## src/rtl/lua_arbiter.sv

```systemverilog
// lua_arbiter: round-robin sequencer sharing one LUA linear-address unit
// among NUM_REQ requesters. Runs the LUA Start/Ready handshake for the
// granted requester and returns the address with a one-cycle Ack pulse.
//
// Optional feature macro: LUA_ARB_TIMEOUT_EN (watchdog + RECOVER state).
//
// Ports:
//   Clk, nReset         clock (rising edge), async active-low reset
//   Req[NUM_REQ]        per-requester request level
//   ReqX/ReqY           packed coordinates, requester i at [i*DATA_WIDTH +: DATA_WIDTH]
//   Ack[NUM_REQ]        one-hot, one-cycle completion pulse
//   Result              address of the last completed job (held)
//   Err                 pulses with Ack on a timed-out job
//   Busy                high whenever the sequencer is not idle
//   LuaStart/LuaX/LuaY  drive the LUA instance
//   LuaAddress/LuaReady observed from the LUA instance
module lua_arbiter #(
  parameter int unsigned NUM_REQ        = 4,
  parameter int unsigned DATA_WIDTH     = 16,
  parameter int unsigned ADDR_WIDTH     = 32,
  parameter int unsigned TIMEOUT_CYCLES = 64
) (
  input  logic                          Clk,
  input  logic                          nReset,
  input  logic [NUM_REQ-1:0]            Req,
  input  logic [NUM_REQ*DATA_WIDTH-1:0] ReqX,
  input  logic [NUM_REQ*DATA_WIDTH-1:0] ReqY,
  output logic [NUM_REQ-1:0]            Ack,
  output logic [ADDR_WIDTH-1:0]         Result,
  output logic                          Err,
  output logic                          Busy,
  output logic                          LuaStart,
  output logic [DATA_WIDTH-1:0]         LuaX,
  output logic [DATA_WIDTH-1:0]         LuaY,
  input  logic [ADDR_WIDTH-1:0]         LuaAddress,
  input  logic                          LuaReady
);

  localparam int unsigned IDX_W = (NUM_REQ > 1) ? $clog2(NUM_REQ) : 1;
  localparam int unsigned SUM_W = IDX_W + 1;

  localparam logic [1:0] ST_IDLE    = 2'd0;
  localparam logic [1:0] ST_ISSUE   = 2'd1;
  localparam logic [1:0] ST_WAIT    = 2'd2;
`ifdef LUA_ARB_TIMEOUT_EN
  localparam logic [1:0] ST_RECOVER = 2'd3;
  localparam int unsigned CNT_W     = $clog2(TIMEOUT_CYCLES + 1);
`endif

  logic [1:0]            state_q, state_d;
  logic [IDX_W-1:0]      ptr_q, ptr_d;
  logic [IDX_W-1:0]      win_q, win_d;
  logic                  start_q, start_d;
  logic [DATA_WIDTH-1:0] x_q, x_d;
  logic [DATA_WIDTH-1:0] y_q, y_d;
  logic [ADDR_WIDTH-1:0] result_q, result_d;
  logic [NUM_REQ-1:0]    ack_q, ack_d;
  logic                  busy_q, busy_d;
`ifdef LUA_ARB_TIMEOUT_EN
  logic                  err_q, err_d;
  logic [CNT_W-1:0]      cnt_q, cnt_d;
`endif

  logic                  found_c;
  logic [IDX_W-1:0]      win_c;
  logic [SUM_W-1:0]      sum_c;
  logic [DATA_WIDTH-1:0] req_x_c [NUM_REQ];
  logic [DATA_WIDTH-1:0] req_y_c [NUM_REQ];

  // Unpack the flat coordinate buses into per-requester lanes.
  for (genvar g = 0; g < NUM_REQ; g++) begin : g_unpack
    assign req_x_c[g] = ReqX[g*DATA_WIDTH +: DATA_WIDTH];
    assign req_y_c[g] = ReqY[g*DATA_WIDTH +: DATA_WIDTH];
  end

  // Round-robin search: first set Req at or above the pointer, wrapping.
  always_comb begin : rr_search
    found_c = 1'b0;
    win_c   = '0;
    sum_c   = '0;
    for (int unsigned k = 0; k < NUM_REQ; k++) begin
      sum_c = {1'b0, ptr_q} + SUM_W'(k);
      if (sum_c >= SUM_W'(NUM_REQ)) begin
        sum_c = sum_c - SUM_W'(NUM_REQ);
      end
      if (!found_c && Req[sum_c[IDX_W-1:0]]) begin
        found_c = 1'b1;
        win_c   = sum_c[IDX_W-1:0];
      end
    end
  end

  // Next-state and registered-output logic.
  always_comb begin : fsm_next
    state_d  = state_q;
    ptr_d    = ptr_q;
    win_d    = win_q;
    start_d  = start_q;
    x_d      = x_q;
    y_d      = y_q;
    result_d = result_q;
    ack_d    = '0;
`ifdef LUA_ARB_TIMEOUT_EN
    err_d    = 1'b0;
    cnt_d    = cnt_q;
`endif

    case (state_q)
      ST_IDLE: begin
        // A busy LUA (Ready low) blocks any grant.
        if (found_c && LuaReady) begin
          win_d   = win_c;
          x_d     = req_x_c[win_c];
          y_d     = req_y_c[win_c];
          start_d = 1'b1;
          ptr_d   = (win_c == IDX_W'(NUM_REQ - 1)) ? '0 : win_c + IDX_W'(1);
          state_d = ST_ISSUE;
`ifdef LUA_ARB_TIMEOUT_EN
          cnt_d   = '0;
`endif
        end
      end
      ST_ISSUE: begin
        start_d = 1'b1;
        if (!LuaReady) begin
          start_d = 1'b0;
          state_d = ST_WAIT;
        end
      end
      ST_WAIT: begin
        if (LuaReady) begin
          result_d     = LuaAddress;
          ack_d[win_q] = 1'b1;
          state_d      = ST_IDLE;
        end
      end
`ifdef LUA_ARB_TIMEOUT_EN
      ST_RECOVER: begin
        start_d = 1'b0;
        if (LuaReady) begin
          state_d = ST_IDLE;
        end
      end
`endif
      default: begin
        start_d = 1'b0;
        state_d = ST_IDLE;
      end
    endcase

`ifdef LUA_ARB_TIMEOUT_EN
    // Watchdog: a normal completion in the same cycle takes priority.
    if (state_q == ST_ISSUE || state_q == ST_WAIT) begin
      cnt_d = cnt_q + CNT_W'(1);
      if (state_d != ST_IDLE && cnt_q == CNT_W'(TIMEOUT_CYCLES - 1)) begin
        start_d      = 1'b0;
        result_d     = '0;
        ack_d        = '0;
        ack_d[win_q] = 1'b1;
        err_d        = 1'b1;
        state_d      = ST_RECOVER;
      end
    end
`endif

    busy_d = (state_d != ST_IDLE);
  end

  // State and output registers.
  always_ff @(posedge Clk or negedge nReset) begin : regs
    if (!nReset) begin
      state_q  <= ST_IDLE;
      ptr_q    <= '0;
      win_q    <= '0;
      start_q  <= 1'b0;
      x_q      <= '0;
      y_q      <= '0;
      result_q <= '0;
      ack_q    <= '0;
      busy_q   <= 1'b0;
`ifdef LUA_ARB_TIMEOUT_EN
      err_q    <= 1'b0;
      cnt_q    <= '0;
`endif
    end else begin
      state_q  <= state_d;
      ptr_q    <= ptr_d;
      win_q    <= win_d;
      start_q  <= start_d;
      x_q      <= x_d;
      y_q      <= y_d;
      result_q <= result_d;
      ack_q    <= ack_d;
      busy_q   <= busy_d;
`ifdef LUA_ARB_TIMEOUT_EN
      err_q    <= err_d;
      cnt_q    <= cnt_d;
`endif
    end
  end

  assign Ack      = ack_q;
  assign Result   = result_q;
  assign Busy     = busy_q;
  assign LuaStart = start_q;
  assign LuaX     = x_q;
  assign LuaY     = y_q;

`ifdef LUA_ARB_TIMEOUT_EN
  assign Err = err_q;
`else
  // Without the watchdog a job can never fail.
  logic unused_timeout;
  assign unused_timeout = ^32'(TIMEOUT_CYCLES);
  assign Err = 1'b0;
`endif

endmodule

```

## config.mk

```make
export PLATFORM = sky130hd
export DESIGN_NAME = lua_arbiter
export DESIGN_NICKNAME = d
export VERILOG_FILES = /design/src/rtl/lua_arbiter.sv
export SDC_FILE = /design/constraint.sdc
export NUM_CORES = 1
export LEC_CHECK = 0
export CORE_UTILIZATION = 40
export CTS_CLUSTER_SIZE = 10
export DETAILED_ROUTE_END_ITERATION = 6
export PLACE_DENSITY = 0.83
export SLEW_MARGIN = 20
export SYNTH_ARGS = -nofsm -noshare
export SYNTH_HDL_FRONTEND = slang
export SYNTH_SLANG_ARGS = --single-unit
export TNS_END_PERCENT = 1
```

## constraint.sdc

```tcl
create_clock -name Clk -period 4.4 [get_ports Clk]
set_input_delay 0.66 -clock Clk [delete_from_list [all_inputs] [get_ports Clk]]
set_output_delay 0.66 -clock Clk [all_outputs]
set_load 0.005 [all_outputs]
```

==> impl_metrics.tcl, run 1 <==
set metrics [dict create \
    yosys_warnings 0 \
    vias 3611 \
    cts_buffer_depth 2 \
    clkTransAtPathRegs_ps 90 \
    holdBufCountCts 0 \
    rsz0062_at_grt "no" \
    drc 0 \
    arrival_ps 3340 \
    status "finished clean" \
    synth_compound_area_frac 0.1381 \
    avgSynthCellArea_um2 10.51 \
    ys_top_cells_by_area "dfrtp_1 (49%), mux2i_1 (17%), nand2_1 (13%), o221ai_2 (11%), buf_2 (1.3%)" \
    synth_mux_area_frac 0.1656 \
    grt_pass1_wl_um 18980 \
    tightest_slew_ps 1058 \
    clock_skew_ps 6.453 \
    synth_cell_types 30 \
    slew_headroom 0.2947 \
    reg2reg_from "state_q[1]" \
    wl_per_cell_um 17.10 \
    setup_viol 0 \
    clock_latency_ps 340 \
    synth-seq-cells 76 \
    maxCapViolCount 0 \
    grt.overflow.total 0 \
    routed_wl_um 12480 \
    drt_iter0_drc 109 \
    timing.fmax_mhz 315.0 \
    h-tree-depth 3 \
    synth_edf_count 0 \
    ys_async_sr_fraction 1.000 \
    synth-adder-area-share 0 \
    required_ps 4570 \
    synth-seq-area-share 0.4916 \
    path_max_fanout 40 \
    hold_class "primary input to async pin" \
    cts_buffers 9 \
    cts_sinks 76 \
    postCtsResizedCells 0 \
    cts_root_buf "clkbuf_8" \
    yosys.area_share.simple 0.1572 \
    syn_area_um2 3869 \
    cts_tree "yes" \
    period_needed_ps 3174 \
    power_density_nw_per_um2 511.2 \
    antenna_found_initial 0 \
    layout-drive-gt1-share 0.09167 \
    finalCritPeriodShare 0.7214 \
    viasPerCell 4.947 \
    ios 238 \
    die_y_um 100.3 \
    power_leakage_nw 2.908 \
    synth_top_area_share 0.4916 \
    critPathLaunchType "primary input" \
    max-vdd-ir-drop_uv 345.2 \
    grtUsageTotal 0.2473 \
    die_area_um2 10070 \
    routabilityCongestion 0.7719 \
    hold_viol_final 0 \
    synthFlopType "dfrtp_1" \
    dp_hpwl_um 9669 \
    post-synth-top-count-cell "nand2_1" \
    ant_nets 0 \
    synthesis.nets 535 \
    final_util 0.7015 \
    tns_ps 0 \
    synth-xor-area-share 0.004528 \
    slew_violations 0 \
    endpoint_kind "flip-flop" \
    cp-startpoint "Req[1]" \
    die_w_um 100.3 \
    yosys-top-cells-count "nand2_1 (133), dfrtp_1 (76), mux2i_1 (64)" \
    synth_top_family_by_area "multiplexers" \
    grt_pass1_vias 3785 \
    dr.pass1.iters 4 \
    initial_core_util 0.4167 \
    core_area_um2 9284 \
    post_cts_buffers 0 \
    io_buffers 236 \
    synth_cells 368 \
    yosysTopAreaCell "dfrtp_1" \
    grt_max_degree 77 \
    syn2layout_area_growth_pct 68.34 \
    placementRows 35 \
    final_nets 762 \
    crit_type "primary input to flip-flop" \
]
## final timing paths
check	to	slack, ps	cells past startpoint
worst max-delay path	LuaX[8]	1230	5
worst min-delay path	Result[30]	450	1
worst max register to register	LuaX[10]	1870	3
worst min register to register	Result[5]	480	2
max in group asynchronous	LuaX[0]	3340	1
min in group Clk	Result[5]	480	2
## critical path, cell delays in order
cell,delay (ps)
clkdlybuf4s50_1,540
nor4_1,460
or4b_4,490
nand2b_2,910
o221ai_1,270
## through the flow
step | worst slack, ps | cell area, um2 | std cells | hold slack, ps | total power [mW]
5_1_grt | 970.2 | 6510 | 729 | 495.4 | 3.551
2_1_floorplan | 2408 | 3869 | 368 | 364.4 | 1.912
3_3_place_gp | 1026 | 6329 | 713 | 456.5 | 2.805
4_1_cts | 1211 | 6510 | 729 | 481.2 | 3.362
3_5_place_dp | 825.4 | 6329 | 713 | 461.3 | 2.860
6_report | 1226 | 6513 | 730 | 450.7 | 3.329
## kinds of logic (layout without fill, tap and decap cells)
| family | count (synthesis) | after routing |
|---|---|---|
| XOR/XNOR | 2 | 2 |
| AND/OR/NAND/NOR | 151 | 151 |
| other | 1 | 2 |
| multiplexers | 64 | 64 |
| buffers and inverters | 30 | 262 |
| flip-flops | 76 | 76 |
| AO/OA/AOI/OAI | 44 | 44 |
## sequential cells by signal (all words and copies together), names as in the netlist
| name | flops |
|---|---|
| LuaX | 16 |
| ptr_q | 2 |
| Ack | 4 |
| Busy | 1 |
| LuaStart | 1 |
| LuaY | 16 |
| Result | 32 |
| state_q | 2 |
| win_q | 2 |
## metal layers
layer | part of all wire | vias up | global-route usage
met4 | 0.023 | 0 | 0.1048
li1 | - | 1728 | -
met1 | 0.38 | 1706 | 0.2824
met3 | 0.10 | 22 | 0.08426
met5 | 0 | - | 0
met2 | 0.49 | 155 | 0.4226
## report_power, final
| group | switching, mW | internal (mW) |
|---|---|---|
| Sequential | 0.187 | 1.00 |
| Combinational | 0.673 | 0.975 |
| Clock | 0.282 | 0.211 |
## layout by cell type, fill, tap and decap left out, types with 2 or more instances in the layout
cell	count
clkdlybuf4s50_1	235
xnor2_1	2
o221ai_1	3
o221ai_2	29
inv_1	4
mux2i_1	64
nand2_1	133
clkbuf_8	9
nor2_1	5
inv_6	3
dfrtp_1	76
buf_12	2
nand3b_1	2
o21ai_0	3
clkinvlp_4	3
nor2b_1	3
a21oi_1	3
buf_4	4
## cell type report
| class | count | area (um2) |
|---|---|---|
| fill | 730 | 2771 |
| timing repair buffer | 241 | 2422 |
| sequential | 76 | 1902 |
| multi-input combinational | 262 | 1824 |
| tap | 129 | 161.4 |
| clock buffer | 9 | 123.9 |
| clock inverter | 7 | 57.56 |
| inverter | 5 | 18.77 |
| antenna | 1 | 2.502 |
Power figures use the tool's default switching activity.
==> run 2, diff against run 1 <==
Settings changed: CORE_UTILIZATION 40 to 34, PLACE_DENSITY 0.83 to 0.75.
Clock period 4.4 ns to 2.9 ns, I/O delays scaled along.
==> impl_metrics.tcl, run 2 (synthesized netlist as in run 1, its figures left out) <==
set metrics [dict create \
    status "finished clean" \
    diodes 0 \
    power.switching_mw 1.697 \
    cts_buffers 9 \
    clkPwrFrac 0.206 \
    timing.fmax_mhz 435.1 \
    tightest_slew_ps 942.9 \
    core_area_um2 10980 \
    final_nets 765 \
    finalCritPeriodShare 0.7925 \
    grtUsageTotal 0.2067 \
    arrival_ps 2540 \
    grt_max_degree 77 \
    postPlaceCellArea_um2 6352 \
    grt.overflow.total 0 \
    crit_type "primary input to flip-flop" \
    initial_core_util 0.3522 \
    postCtsResizedCells 0 \
    clkTransAtPathRegs_ps 60 \
    routed_wl_um 12160 \
    die_w_um 108.7 \
    layout_common_cells "clkdlybuf4s50_1 (235), nand2_1 (133), dfrtp_1 (76)" \
    cts_root_buf "clkbuf_16" \
    drt_iter0_drc 130 \
    sw_frac_of_total 0.3160 \
    slew_violations 0 \
    cts_buffer_depth 2 \
    fillCellCount 931 \
    post_cts_buffers 0 \
    dp_hpwl_um 9257 \
    tns_ps 0 \
    setup_viol 0 \
    vias 3547 \
    period_needed_ps 2298 \
    grt_pass1_vias 3758 \
    endpoint_kind "flip-flop" \
    viasPerCell 4.780 \
    combPwrFrac 0.456 \
    power_mw 5.370 \
    layout_commonest_cell "clkdlybuf4s50_1" \
    layout-drive-gt1-share 0.09302 \
    p_int_mw 3.673 \
    slew_headroom 0.3714 \
    ant_nets 0 \
    syn2layout_area_growth_pct 71.77 \
    io_buffers 236 \
    rsz0062_at_grt "no" \
    power_leakage_nw 2.971 \
    placementRows 38 \
    antenna_found_initial 0 \
    grt_pass1_wl_um 18390 \
    reg2reg_slack_ps 920 \
    dr.pass1.iters 4 \
    path_max_fanout 18 \
    wl_per_cell_um 16.38 \
    h-tree-depth 3 \
    required_ps 3140 \
    critPathLaunchType "primary input" \
    instances_no_fill 742 \
    ios 238 \
    power_density_nw_per_um2 808.1 \
    final_area_um2 6645 \
    clock_latency_ps 330 \
    routabilityCongestion 0.7528 \
    holdBufCountCts 0 \
    p_seq_frac 0.337 \
    maxCapViolCount 0 \
    largest_reg_flops 32 \
    clock_skew_ps 5.317 \
    cts_sinks 76 \
    cts_tree "yes" \
    max-vdd-ir-drop_uv 452.8 \
    die_area_um2 11810 \
    die_y_um 108.7 \
    drc 0 \
    hold_class "primary input to async pin" \
    hold_viol_final 0 \
    placed_cells_incl_taps 727 \
]
run 2: cell types whose count changed in the layout (fill, tap and decap cells not counted), sizes merged:
| cell | change |
|---|---|
| bufinv | +1 |
| clkbuf | +2 |
| inv | -3 |
| buf | +3 |
| diode | -1 |
| clkinvlp | -1 |
run 2: final cells by class:
class | count | area (um2) | share of cell area
timing repair buffer | 244 | 2432 | 0.3660
sequential | 76 | 1902 | 0.2862
multi-input combinational | 262 | 1824 | 0.2745
clock buffer | 11 | 242.7 | 0.03653
tap | 140 | 175.2 | 0.02636
clock inverter | 4 | 50.05 | 0.007532
inverter | 5 | 18.77 | 0.002824
run 2: final timing paths:
check / start / end / cells past startpoint
max: Req[3] / LuaX[8] / 6
min: nReset / Result[25] / 1
max reg2reg: ptr_q[0] / LuaY[14] / 6
min reg2reg: Result[29] / Result[29] / 2
max in group asynchronous: nReset / LuaY[12] / 1
min in group Clk: Result[29] / Result[29] / 2
run 2: power groups by stage:
stage               logic, mW  registers (mW)  clock network (mW)
finish                   2.45            1.81                1.11
global route             2.67            1.87                1.17
CTS                      2.50            1.82                1.14
detailed placement       2.49            1.82                   0
global placement         2.44            1.81                   0
floorplan                1.09            1.82                   0
run 2: stage by stage:
| stage | setup WS, ps | util | hold WS, ps |
|---|---|---|---|
| final | 601.7 | 0.6050 | 255.0 |
| after global routing | 552.9 | 0.6050 | 341.7 |
| after CTS | 615.1 | 0.6050 | 296.1 |
| after detailed placement | 267.2 | 0.5784 | 463.2 |
| after global placement | 310.0 | 0.5784 | 458.3 |
| after floorplan | 1133 | - | 139.4 |
run 2: critical path, cell delays in order:
cell and delay, ps:
clkdlybuf4s50_1 600, nor4_1 100, or4b_4 610, or2_2 340, buf_4 230, o221ai_1 210
run 2: per-layer routing:
layer  track usage  up-vias  part of all wire
met5             0        -                 0
met3       0.09085       16              0.13
met2        0.3544      177              0.47
met1        0.2198     1624              0.38
li1              -     1730                 -
met4       0.08977        0             0.020
==> run 3, diff against run 2 <==
Settings changed: CORE_UTILIZATION 34 to 37, PLACE_DENSITY 0.75 to 0.77.
Clock period 2.9 ns to 2.25 ns, I/O delays scaled along.
==> impl_metrics.tcl, run 3 (synthesized netlist as in run 1, its figures left out) <==
set metrics [dict create \
    status "finished clean" \
    clock_skew_ps 11.88 \
    hold_start "Result[31]" \
    power_mw 6.979 \
    power_leakage_nw 3.070 \
    multi_input_comb_area_um2 1824 \
    required_ps 2460 \
    vias 3678 \
    arrival_ps 2210 \
    grt_max_degree 42 \
    hold_depth 2 \
    instances_no_fill 754 \
    slew_violations 0 \
    io_buffers 236 \
    cts_sinks 76 \
    clkTransAtPathRegs_ps 70 \
    seq_area_um2 1902 \
    cts_buffers 9 \
    clock_latency_ps 340 \
    crit_chain "clkdlybuf4s50_1, buf_4, nor2b_1, o21ai_1, o221ai_4, buf_12, buf_12, mux2i_1, o221ai_2" \
    core_area_um2 9955 \
    final_nets 783 \
    postPlaceCellArea_um2 6546 \
    reg2reg_from "ptr_q[0]" \
    h-tree-depth 3 \
    hold_viol_final 0 \
    largest_reg_flops 32 \
    layout_common_cells "clkdlybuf4s50_1 (235), nand2_1 (133), dfrtp_1 (76)" \
    critical_path.max_stage_delay_ps 480 \
    postCtsResizedCells 0 \
    finalCritPeriodShare 0.8874 \
    grt.overflow.total 0 \
    dr.pass1.iters 4 \
    crit_slowest_cell "clkdlybuf4s50_1" \
    grt_pass1_vias 3876 \
    holdBufCountCts 1 \
    critPathLaunchType "primary input" \
    maxCapViolCount 0 \
    setup_viol 0 \
    final_area_um2 6797 \
    rr_worst_depth 7 \
    rsz0062_at_grt "no" \
    wl_per_cell_um 16.89 \
    cts_tree "yes" \
    grtUsageTotal 0.2421 \
    regToRegEndpoint "LuaY[7]" \
    period_needed_ps 1997 \
    drt_iter0_drc 83 \
    placed_cells_incl_taps 737 \
    post_cts_buffers 0 \
    layout_commonest_cell "clkdlybuf4s50_1" \
    die_area_um2 10870 \
    viasPerCell 4.878 \
    antenna_found_initial 0 \
    die_w_um 104.3 \
    placementRows 36 \
    dp_hpwl_um 10000 \
    hold_class "flip-flop to flip-flop" \
    reg2reg_slack_ps 380 \
    crit_path_frequent_cell "buf_12" \
    max-vdd-ir-drop_uv 566.1 \
    cts_buffer_depth 2 \
    min_to "Result[31]" \
    grt_pass1_wl_um 20580 \
    power_density_nw_per_um2 1027 \
    crit_type "primary input to flip-flop" \
    endpoint_kind "flip-flop" \
    path_max_fanout 15 \
    drc 0 \
    diodes 0 \
    die_y_um 104.3 \
    routabilityCongestion 0.8242 \
    ant_nets 0 \
    initial_core_util 0.3886 \
    ios 238 \
    routed_wl_um 12730 \
    timing.fmax_mhz 500.8 \
    fillCellCount 764 \
    layout-drive-gt1-share 0.1192 \
    syn2layout_area_growth_pct 75.68 \
    cts_root_buf "clkbuf_8" \
]
-- run 3: cell count changes in the layout (fill, tap and decap cells not counted) --
cell | previous run | this run
buf_4 | 8 | 19
clkbuf_16 | 9 | 0
clkbuf_8 | 1 | 9
buf_12 | 1 | 7
bufinv_16 | 1 | 3
clkinv_4 | 0 | 2
clkinvlp_4 | 2 | 0
dlygate4sd3_1 | 0 | 1
-- run 3: how the worst max path moves through the flow --
stage          slack [ps]     start       end  cells after the start
5_1_grt               130    Req[0]   LuaY[6]                      8
3_5_place_dp          -90    Req[0]   LuaX[3]                      8
4_1_cts               270    Req[0]   LuaX[3]                      8
3_3_place_gp            4    Req[0]   LuaX[8]                      6
2_1_floorplan         550  ptr_q[0]  LuaX[11]                      7
6_report              250    Req[3]   LuaY[7]                      9
-- run 3: layout make-up --
class | count | share of cell area
Clock buffer | 10 | 0.01878
Multi-Input combinational cell | 262 | 0.2684
Timing Repair Buffer | 262 | 0.3892
Sequential cell | 76 | 0.2798
Tap cell | 133 | 0.02448
Inverter | 5 | 0.002761
Clock inverter | 6 | 0.01657
-- run 3: per-layer routing --
| metal | global-route usage | up-vias | share of wire |
|---|---|---|---|
| li1 | - | 1771 | - |
| met2 | 0.4148 | 160 | 0.49 |
| met3 | 0.07268 | 16 | 0.082 |
| met4 | 0.07959 | 0 | 0.016 |
| met1 | 0.2896 | 1731 | 0.41 |
| met5 | 0 | - | 0 |
-- run 3: worst max-delay path, delay by kind of cell --
family | cells | cell delay [ps]
muxes | 1 | 280
buffers and inverters | 4 | 940
AOI/OAI and AO/OA | 3 | 570
and+or+nand+nor | 1 | 50
-- run 3: power by group --
part	switching [mW]	internal, mW	total, mW
sequential	0.363	1.96	2.32
combinational	1.34	2.06	3.40
clock	0.518	0.740	1.26
-- run 3: through the flow --
step           worst slack, ps    util  setup TNS [ps]  hold WS (ps)
2_1_floorplan            554.1       -               0         41.91
6_report                 253.3  0.6828               0         472.3
3_3_place_gp             4.002  0.6576               0         324.7
4_1_cts                  274.2  0.6828               0         481.5
3_5_place_dp            -93.06  0.6576           -1472         334.5
5_1_grt                  133.8  0.6828               0         500.0
